### src/rtl/voice_pkg.sv
// voice_pkg: allocator state type, default sizes and note-index width helper
package voice_pkg;
  typedef enum logic {SCAN, STEAL_GAP} alloc_state_t;
  localparam int DEF_NUM_KEYS = 8;
  localparam int DEF_NUM_VOICES = 4;
  function automatic int key_w(input int num_keys);
    return $clog2(num_keys);
  endfunction
endpackage

### src/rtl/voice_picker.sv
// voice_picker: lowest free voice and, with VOICE_ALLOC_STEAL_EN, oldest voice (lowest index on tie)
module voice_picker #(
  parameter int NUM_VOICES = 4,
  parameter int AGE_W = 4
) (
  input  logic [NUM_VOICES-1:0]         gate_in,
`ifdef VOICE_ALLOC_STEAL_EN
  input  logic [NUM_VOICES*AGE_W-1:0]   ages_in,
  output logic [$clog2(NUM_VOICES)-1:0] oldest_idx,
`endif
  output logic                          free_valid,
  output logic [$clog2(NUM_VOICES)-1:0] free_idx
);
  localparam int VW = $clog2(NUM_VOICES);
  always_comb begin
    free_valid = |(~gate_in);
    free_idx = '0;
    for (int i = NUM_VOICES - 1; i >= 0; i--) free_idx = gate_in[i] ? free_idx : VW'(i);
  end
`ifdef VOICE_ALLOC_STEAL_EN
  logic [AGE_W-1:0] best;
  always_comb begin
    best = '0;
    oldest_idx = '0;
    for (int i = 0; i < NUM_VOICES; i++) begin
      oldest_idx = (ages_in[i*AGE_W +: AGE_W] > best) ? VW'(i) : oldest_idx;
      best = (ages_in[i*AGE_W +: AGE_W] > best) ? ages_in[i*AGE_W +: AGE_W] : best;
    end
  end
`endif
endmodule

### src/rtl/voice_allocator.sv
// voice_allocator: round-robin key scan assigning notes to voices; VOICE_ALLOC_STEAL_EN steals the oldest voice when full
module voice_allocator
  import voice_pkg::*;
#(
  parameter int NUM_KEYS = DEF_NUM_KEYS,
  parameter int NUM_VOICES = DEF_NUM_VOICES,
  parameter int AGE_W = 4
) (
  input  logic                                  clk_in,
  input  logic                                  rst_in,
  input  logic [NUM_KEYS-1:0]                   key_gate_in,
  output logic [NUM_VOICES-1:0]                 voice_gate_out,
  output logic [NUM_VOICES-1:0]                 voice_trigger_out,
  output logic [NUM_VOICES*key_w(NUM_KEYS)-1:0] voice_note_out,
  output logic [$clog2(NUM_VOICES):0]           busy_count_out,
  output logic                                  drop_out
);
  localparam int KEY_W = key_w(NUM_KEYS);
  localparam int VW = $clog2(NUM_VOICES);
  localparam int BW = VW + 1;
  alloc_state_t state_q, state_d;
  logic [KEY_W-1:0] scan_q, scan_d, alloc_k;
  logic [NUM_KEYS-1:0] held_q, held_d;
  logic [NUM_VOICES-1:0] gate_q, gate_d, trig_q, trig_d;
  logic [NUM_VOICES*KEY_W-1:0] note_q, note_d;
  logic [NUM_VOICES*AGE_W-1:0] age_q, age_d;
  logic [BW-1:0] busy_q, busy_d;
  logic drop_q, drop_d, alloc, free_valid;
  logic [VW-1:0] free_idx, alloc_v;
`ifdef VOICE_ALLOC_STEAL_EN
  logic [VW-1:0] oldest_idx, victim_q, victim_d;
  logic [KEY_W-1:0] steal_key_q, steal_key_d;
`endif
  voice_picker #(.NUM_VOICES(NUM_VOICES), .AGE_W(AGE_W)) u_picker (
    .gate_in(gate_q),
`ifdef VOICE_ALLOC_STEAL_EN
    .ages_in(age_q),
    .oldest_idx(oldest_idx),
`endif
    .free_valid(free_valid),
    .free_idx(free_idx)
  );
  always_comb begin
    state_d = state_q;
    scan_d = scan_q;
    held_d = held_q;
    gate_d = gate_q;
    trig_d = '0;
    note_d = note_q;
    age_d = age_q;
    drop_d = 1'b0;
    alloc = 1'b0;
    alloc_v = free_idx;
    alloc_k = scan_q;
`ifdef VOICE_ALLOC_STEAL_EN
    victim_d = victim_q;
    steal_key_d = steal_key_q;
`endif
    if (state_q == SCAN) begin
      scan_d = scan_q + KEY_W'(1);
      if (key_gate_in[scan_q] && !held_q[scan_q]) begin
        held_d[scan_q] = 1'b1;
        if (free_valid) alloc = 1'b1;
`ifdef VOICE_ALLOC_STEAL_EN
        else begin
          state_d = STEAL_GAP;
          scan_d = scan_q;
          victim_d = oldest_idx;
          steal_key_d = scan_q;
          gate_d[oldest_idx] = 1'b0;
        end
`else
        else drop_d = 1'b1;
`endif
      end else if (!key_gate_in[scan_q] && held_q[scan_q]) begin
        held_d[scan_q] = 1'b0;
        for (int v = 0; v < NUM_VOICES; v++)
          gate_d[v] = (gate_q[v] && note_q[v*KEY_W +: KEY_W] == scan_q) ? 1'b0 : gate_q[v];
      end
    end
`ifdef VOICE_ALLOC_STEAL_EN
    else begin
      state_d = SCAN;
      scan_d = scan_q + KEY_W'(1);
      alloc = 1'b1;
      alloc_v = victim_q;
      alloc_k = steal_key_q;
    end
`endif
    if (alloc) begin
      for (int v = 0; v < NUM_VOICES; v++)
        age_d[v*AGE_W +: AGE_W] = (gate_q[v] && !(&age_q[v*AGE_W +: AGE_W])) ?
          age_q[v*AGE_W +: AGE_W] + AGE_W'(1) : age_q[v*AGE_W +: AGE_W];
      gate_d[alloc_v] = 1'b1;
      trig_d[alloc_v] = 1'b1;
      note_d[int'(alloc_v)*KEY_W +: KEY_W] = alloc_k;
      age_d[int'(alloc_v)*AGE_W +: AGE_W] = '0;
    end
    busy_d = '0;
    for (int v = 0; v < NUM_VOICES; v++) busy_d = busy_d + BW'(gate_d[v]);
  end
  always_ff @(posedge clk_in) begin
    if (!rst_in) begin
      state_q <= SCAN;
      scan_q <= '0;
      held_q <= '0;
      gate_q <= '0;
      trig_q <= '0;
      note_q <= '0;
      age_q <= '0;
      busy_q <= '0;
      drop_q <= 1'b0;
`ifdef VOICE_ALLOC_STEAL_EN
      victim_q <= '0;
      steal_key_q <= '0;
`endif
    end else begin
      state_q <= state_d;
      scan_q <= scan_d;
      held_q <= held_d;
      gate_q <= gate_d;
      trig_q <= trig_d;
      note_q <= note_d;
      age_q <= age_d;
      busy_q <= busy_d;
      drop_q <= drop_d;
`ifdef VOICE_ALLOC_STEAL_EN
      victim_q <= victim_d;
      steal_key_q <= steal_key_d;
`endif
    end
  end
  assign voice_gate_out = gate_q;
  assign voice_trigger_out = trig_q;
  assign voice_note_out = note_q;
  assign busy_count_out = busy_q;
  assign drop_out = drop_q;
endmodule

### config.mk
export PLATFORM = sky130hd
export DESIGN_NAME = voice_allocator
export DESIGN_NICKNAME = d
export VERILOG_FILES = /design/src/rtl/voice_pkg.sv /design/src/rtl/voice_picker.sv /design/src/rtl/voice_allocator.sv
export SDC_FILE = /design/constraint.sdc
export NUM_CORES = 1
export LEC_CHECK = 0
export CORE_MARGIN = 2
export CORE_UTILIZATION = 58
export CTS_BUF_LIST = sky130_fd_sc_hd__clkbuf_2
export CTS_CLUSTER_DIAMETER = 200
export DETAILED_ROUTE_END_ITERATION = 8
export PLACE_DENSITY = 0.86
export SLEW_MARGIN = 30
export SYNTH_ARGS = -nofsm -noshare
export SYNTH_HDL_FRONTEND = slang
export SYNTH_SLANG_ARGS = --single-unit
### constraint.sdc
create_clock -name clk_in -period 5 [get_ports clk_in]
set_input_delay 0.5 -clock clk_in [delete_from_list [all_inputs] [get_ports clk_in]]
set_output_delay 0.5 -clock clk_in [all_outputs]
set_load 0.02 [all_outputs]
==> flow_summary_export.csv, run 1 <==
group,metric,value,unit
floorplan,die_height,60.62,um
critical_path,crit_fanout,17,
place,gp_congestion,0.9018,
yosys,netlist_area,0.001859,mm^2
place,hpwlAfterDp,2.830,mm
detailed_routing,avgViaCountPerCell,5.487,
finish,area_growth,18.71,%
global_routing,track_usage,0.2355,
critical_path,start_kind,"flop",
yosys,synth_warnings,0,
critical_path,end_kind,"flop",
floorplan,coreArea,0.003053,mm^2
sta,fin_crit_sh,0.7987,
detailed_routing,drt-pass1-iter-count,4,
cts,clkLatencyLatePin,0.37,ns
critical_path,reg2reg_slack,1.01,ns
sta,slew_headroom,0.4697,
sta,hold_violations,0,
sta,fmax,250.4,MHz
cts,clockRootBuffer,"clkbuf_2",
pwr,vdd_drop_max,0.1869,mV
sta,rsz0062_at_grt,"false",
detailed_routing,drc,0,
cts,cts_max_level,2,
floorplan,fp-row-count,20,
floorplan,die_w,60.62,um
global_routing,grt_pass1_wl,6.306,mm
detailed_routing,avgRoutedWirePerCell,14.54,um
cts,cts_tree,"built",
yosys,synth.yosys.seq_area_share,0.3769,
detailed_routing,routed.top_layer,"met4",
detailed_routing,dr_wl_met2,1.857,mm
global_routing,grt_start_max_net_pins,39,
detailed_routing,wl_met1,1.706,mm
pwr,power_density,277.1,mW/mm^2
finish,nNetsFinal,242,
finish,layout-drive-gt1-share,0.1096,
sta,final.setup.tns,0,ns
floorplan,die_area,0.003675,mm^2
cts,numClockSinks,35,
yosys,syn_avg_cell_area,9.786,um^2
place,portBuffers,33,
flow_run,max-cap-violations,0,
cts,cts_buffers,5,
min_path,min_path_type,"reg2reg",
yosys,ys_ff_latch,35,
global_routing,grt_antenna_before_repair,0,
sta,final-max-slew-violation-count,0,
yosys,syn-num-nets,214,
cts,clockBufferDepth,2,
critical_path,required,5.29,ns
finish,final_cell_area,0.002207,mm^2
detailed_routing,vias,1443,
detailed_routing,antenna_left,0,
critical_path,critPathKind,"reg2reg",
floorplan,io_pins,34,
sta,tightest_slew,0.7943,ns
sta,skew,0.009158,ns
detailed_routing,wirelength,3.824,mm
yosys,ys_types,33,
finish,diodes,0,
global_routing,grt_pass1_vias,1374,
yosys,synth_cells,190,
cts,clk_pin_slew_worst_paths,0.16,ns
sta,setup_viol,0,
detailed_routing,drtIter0Drc,43,
detailed_routing,met3_wirelength,186,um
pwr,leakagePower,0.8152,nW
run_status,outcome,"complete, no violations",
cts,cts.repair.resized,0,
cts,cts.hold.buffers_added,0,
sta,min_period,3.994,ns
cts,cts_setup_buffers,0,
floorplan,start_util,0.6090,
global_routing,globalRouteOverflowTotal,0,
critical_path,arrival,4.28,ns
finish,nFillCells,261,
place,dpl-instance-area,0.002172,mm^2
## stage by stage
| step | utilization | worst slack [ns] | instances | power (W) | hold slack [ns] |
|---|---|---|---|---|---|
| after floorplan | - | 1.947 | 190 | 0.0004425 | 0.4540 |
| after global placement | 0.7115 | 1.251 | 255 | 0.0004846 | 0.4776 |
| after detailed placement | 0.7115 | 0.9737 | 255 | 0.0004913 | 0.4979 |
| after CTS | 0.7246 | 0.9509 | 263 | 0.0006155 | 0.5176 |
| after global routing | 0.7230 | 0.7106 | 263 | 0.0006476 | 0.5406 |
| final | 0.7230 | 1.007 | 263 | 0.0006116 | 0.5105 |
## report_power, final
part | switching, W | internal (W)
logic | 0.0000889 | 0.0000813
clock network | 0.0000882 | 0.0000382
registers | 0.0000203 | 0.000295
total | 0.000197 | 0.000414
## final timing paths
check | start | to | cells past startpoint
max | alloc_k[2]$_SDFF_PN0_ | busy_count_out[1]$_SDFF_PN0_ | 12
min | flop | flop | 2
max reg2reg | alloc_k[2]$_SDFF_PN0_ | busy_count_out[1]$_SDFF_PN0_ | 12
min reg2reg | flop | flop | 2
## kinds of logic (layout without fill, tap and decap cells)
logic type | after synthesis | count (layout) | share of synthesized area
DFF | 35 | 35 | 0.3768
xor gates and xnor gates | 13 | 13 | 0.06124
adders and majority gates | 14 | 14 | 0.09825
and+or+nand+nor | 77 | 77 | 0.2402
AOI/OAI and AO/OA | 21 | 21 | 0.08076
buffers and inverters | 18 | 47 | 0.05114
muxes | 12 | 12 | 0.09152
## worst max-delay path, stage by stage, from the launching register on
cell and delay (ns):
dfxtp_1 0.81, mux4_2 0.59, mux2i_1 0.23, inv_1 0.07, ha_1 0.37, nor2b_1 0.32
nand4_1 0.16, a22oi_1 0.28, fa_1 0.48, inv_1 0.07, ha_1 0.14, ha_1 0.23
and2_1 0.15
## Yosys cell counts (all sizes together)
cell type / number / area (um^2)
nand2b: 4 / 25.02
nand3: 1 / 5.000
nand4b: 3 / 26.28
nand2: 22 / 82.58
nor4: 1 / 6.260
clkbuf: 4 / 15.01
and2: 11 / 73.82
nor2b: 11 / 68.82
fa: 1 / 20.02
and3: 6 / 45.04
buf: 8 / 57.55
nand4: 8 / 56.30
mux2i: 8 / 80.08
xnor2: 12 / 105.1
nor3: 4 / 20.02
inv: 6 / 22.52
a21boi: 9 / 71.32
mux4: 4 / 90.09
nand4bb: 2 / 22.52
nor2: 4 / 15.01
xor2: 1 / 8.760
dfxtp: 35 / 700.7
o22ai: 6 / 37.54
o21ai: 2 / 10.01
a22o: 1 / 8.760
ha: 13 / 162.7
a22oi: 3 / 22.52
## cells in the final DEF, fill, tap and decap left out
| master | Yosys | layout |
|---|---|---|
| fa_1 | 1 | 1 |
| nand4b_1 | 3 | 3 |
| and2_1 | 8 | 8 |
| inv_1 | 6 | 6 |
| clkbuf_2 | 0 | 7 |
| nor3_1 | 4 | 4 |
| dfxtp_1 | 35 | 35 |
| nor2b_1 | 11 | 11 |
| o22ai_1 | 6 | 6 |
| xnor2_1 | 12 | 12 |
| a22o_1 | 1 | 1 |
| a21boi_2 | 1 | 1 |
| nand3_1 | 1 | 1 |
| xor2_1 | 1 | 1 |
| nand4bb_1 | 2 | 2 |
| mux2i_1 | 8 | 8 |
| nand2b_1 | 4 | 4 |
| nand4_2 | 1 | 1 |
| ha_1 | 13 | 13 |
| and2_4 | 1 | 1 |
| buf_2 | 4 | 1 |
| a21boi_0 | 8 | 8 |
| nor4_1 | 1 | 1 |
| nand4_1 | 7 | 7 |
| mux4_2 | 4 | 4 |
| nor2_1 | 4 | 4 |
| clkinv_2 | 0 | 1 |
| nand2_1 | 22 | 22 |
| a22oi_1 | 3 | 3 |
| and3_2 | 6 | 6 |
| and2_2 | 2 | 2 |
| o21ai_0 | 2 | 2 |
| clkdlybuf4s50_1 | 0 | 32 |
## layer usage
metal | track usage | up-vias
met2 | 0.3779 | 42
met3 | 0.06610 | 9
met1 | 0.2985 | 683
met4 | 0.09938 | 0
met5 | 0 | -
li1 | - | 709
## cell type report
class	count	area [um^2]	share of cell area
clock buffers	7	35.03	0.01587
clock inverters	1	5.005	0.002268
inverters	6	22.52	0.01020
multi-input cells	137	1064	0.4819
flip-flops and latches	35	700.7	0.3175
well taps	44	55.05	0.02494
repair buffers	33	325.3	0.1474
Note: power is estimated with default switching activity, not from simulation.
==> run 2, diff against run 1 <==
CORE_UTILIZATION = 54   (was 58)
PLACE_DENSITY = 0.81   (was 0.86)
clock period = 3.8 ns   (was 5 ns; I/O delays follow)
==> run 2 against run 1 <==
Compared with the run above:
- final area is 1.7% higher
- largest cell class unchanged
- critical path type unchanged
- largest power group unchanged
- worst hold slack got worse by 0.025 ns
- highest routed layer unchanged
- worst setup slack got worse by 0.51 ns
==> flow_summary_export.csv, run 2 (synthesized netlist as in run 1, its figures left out) <==
group,metric,value,unit
run_status,outcome,"complete, no violations",
finish,layout_common_cells,"35 x dfxtp_1, 32 x clkdlybuf4s50_1, 22 x nand2_1",
flow_run,max-cap-violations,0,
sta,final.setup.tns,0,ns
floorplan,die_height,62.68,um
cts,cts.hold.buffers_added,0,
sta,fin_crit_sh,0.8701,
sta,skew,0.01364,ns
finish,nNetsFinal,247,
critical_path,start_kind,"flop",
cts,cts_buffers,5,
pwr,vdd_drop_max,0.2400,mV
finish,layout-drive-gt1-share,0.1205,
sta,setup_viol,0,
floorplan,die_w,62.68,um
finish,nFillCells,272,
global_routing,track_usage,0.2070,
global_routing,globalRouteOverflowTotal,0,
cts,cts_max_level,2,
detailed_routing,vias,1446,
pwr,p_clk_frac,0.199,
cts,cts_setup_buffers,0,
finish,stdcell_count,270,
place,portBuffers,33,
floorplan,die_area,0.003929,mm^2
global_routing,grt_pass1_vias,1521,
pwr,p_seq_frac,0.501,
finish,area_growth,20.73,%
detailed_routing,avgViaCountPerCell,5.356,
cts,clockBufferDepth,2,
critical_path,arrival,3.59,ns
cts,clockRootBuffer,"clkbuf_2",
pwr,power_density,359.4,mW/mm^2
min_path,min_path_type,"in2reg",
detailed_routing,antenna_left,0,
floorplan,coreArea,0.003311,mm^2
finish,diodes,0,
detailed_routing,drc,0,
finish,final_util,0.6780,
detailed_routing,drtIter0Drc,58,
detailed_routing,drt-pass1-iter-count,4,
critical_path,end_kind,"flop",
critical_path,critPathKind,"reg2reg",
sta,final-max-slew-violation-count,0,
global_routing,grt_antenna_before_repair,0,
pwr,p_sw,0.0002614,W
sta,tightest_slew,0.5313,ns
cts,numClockSinks,35,
floorplan,io_pins,34,
cts,cts_tree,"built",
finish,final_common_cell,"dfxtp_1",
cts,clk_pin_slew_worst_paths,0.17,ns
cts,cts.repair.resized,0,
pwr,leakagePower,0.8358,nW
sta,rsz0062_at_grt,"false",
pwr,p_sw_frac,0.3240,
detailed_routing,avgRoutedWirePerCell,14.01,um
place,hpwlAfterDp,2.829,mm
cts,clkLatencyLatePin,0.37,ns
sta,min_period,3.306,ns
floorplan,fp-row-count,21,
global_routing,grt_start_max_net_pins,39,
sta,fmax,302.4,MHz
pwr,p_int,0.0005454,W
pwr,p_comb_frac,0.300,
critical_path,required,4.08,ns
global_routing,grt_pass1_wl,6.486,mm
sta,slew_headroom,0.6458,
place,dp.cells,262,
detailed_routing,wirelength,3.784,mm
sta,hold_violations,0,
critical_path,crit_fanout,14,
place,gp_congestion,0.9074,
floorplan,start_util,0.5616,
## run 2: area by class of cell
| cell class | instances | area, um^2 | area share |
|---|---|---|---|
| clock inverter | 2 | 7.507 | 0.003344 |
| tap | 46 | 57.56 | 0.02564 |
| multi-input combinational | 137 | 1064 | 0.4738 |
| inverter | 6 | 22.52 | 0.01003 |
| timing repair buffer | 38 | 362.8 | 0.1617 |
| sequential | 35 | 700.7 | 0.3122 |
| clock buffer | 6 | 30.03 | 0.01338 |
## run 2: metal layers
metal	global-route usage	vias to the layer above	wire (um)
li1	-	717	-
met1	0.2360	697	1648
met2	0.3548	25	1959
met3	0.04685	7	108
met4	0.1194	0	67
met5	0	-	0
## run 2: through the flow
step / worst slack [ns] / area (um^2) / hold slack, ns / total power (W)
3_5_place_dp: 0.2097 / 2212 / 0.4882 / 0.0006542
3_3_place_gp: 0.3072 / 2212 / 0.4709 / 0.0006461
2_1_floorplan: 0.7616 / 1859 / 0.4540 / 0.0005823
5_1_grt: 0.2580 / 2245 / 0.4966 / 0.0008536
6_report: 0.4936 / 2245 / 0.4858 / 0.0008068
4_1_cts: 0.4713 / 2250 / 0.5106 / 0.0008133
## run 2: path summary, 6_finish.rpt
path | from | endpoint | slack (ns) | depth (start not counted)
worst max-delay path | alloc_k[0]$_SDFF_PN0_ | busy_count_out[1]$_SDFF_PN0_ | 0.49 | 11
worst min-delay path | rst_in | drop_out$_SDFF_PP0_ | 0.49 | 3
worst min register to register | flop | flop | 0.50 | 2
worst max register to register | alloc_k[0]$_SDFF_PN0_ | busy_count_out[1]$_SDFF_PN0_ | 0.49 | 11
## run 2: critical path, stage by stage (launching register included)
cell,delay (ns)
dfxtp_1,0.57
mux4_2,0.54
mux2i_1,0.20
ha_1,0.20
buf_4,0.19
and2_4,0.20
a22oi_1,0.13
fa_1,0.54
inv_1,0.04
ha_1,0.17
ha_1,0.26
and2_1,0.15
## run 2: power by group through the flow
stage / clock (W) / combinational, W / sequential, W
4_1_cts: 0.000166 / 0.000242 / 0.000405
5_1_grt: 0.000179 / 0.000266 / 0.000408
3_3_place_gp: 0 / 0.000235 / 0.000411
2_1_floorplan: 0 / 0.000158 / 0.000424
6_report: 0.000161 / 0.000242 / 0.000404
3_5_place_dp: 0 / 0.000242 / 0.000412
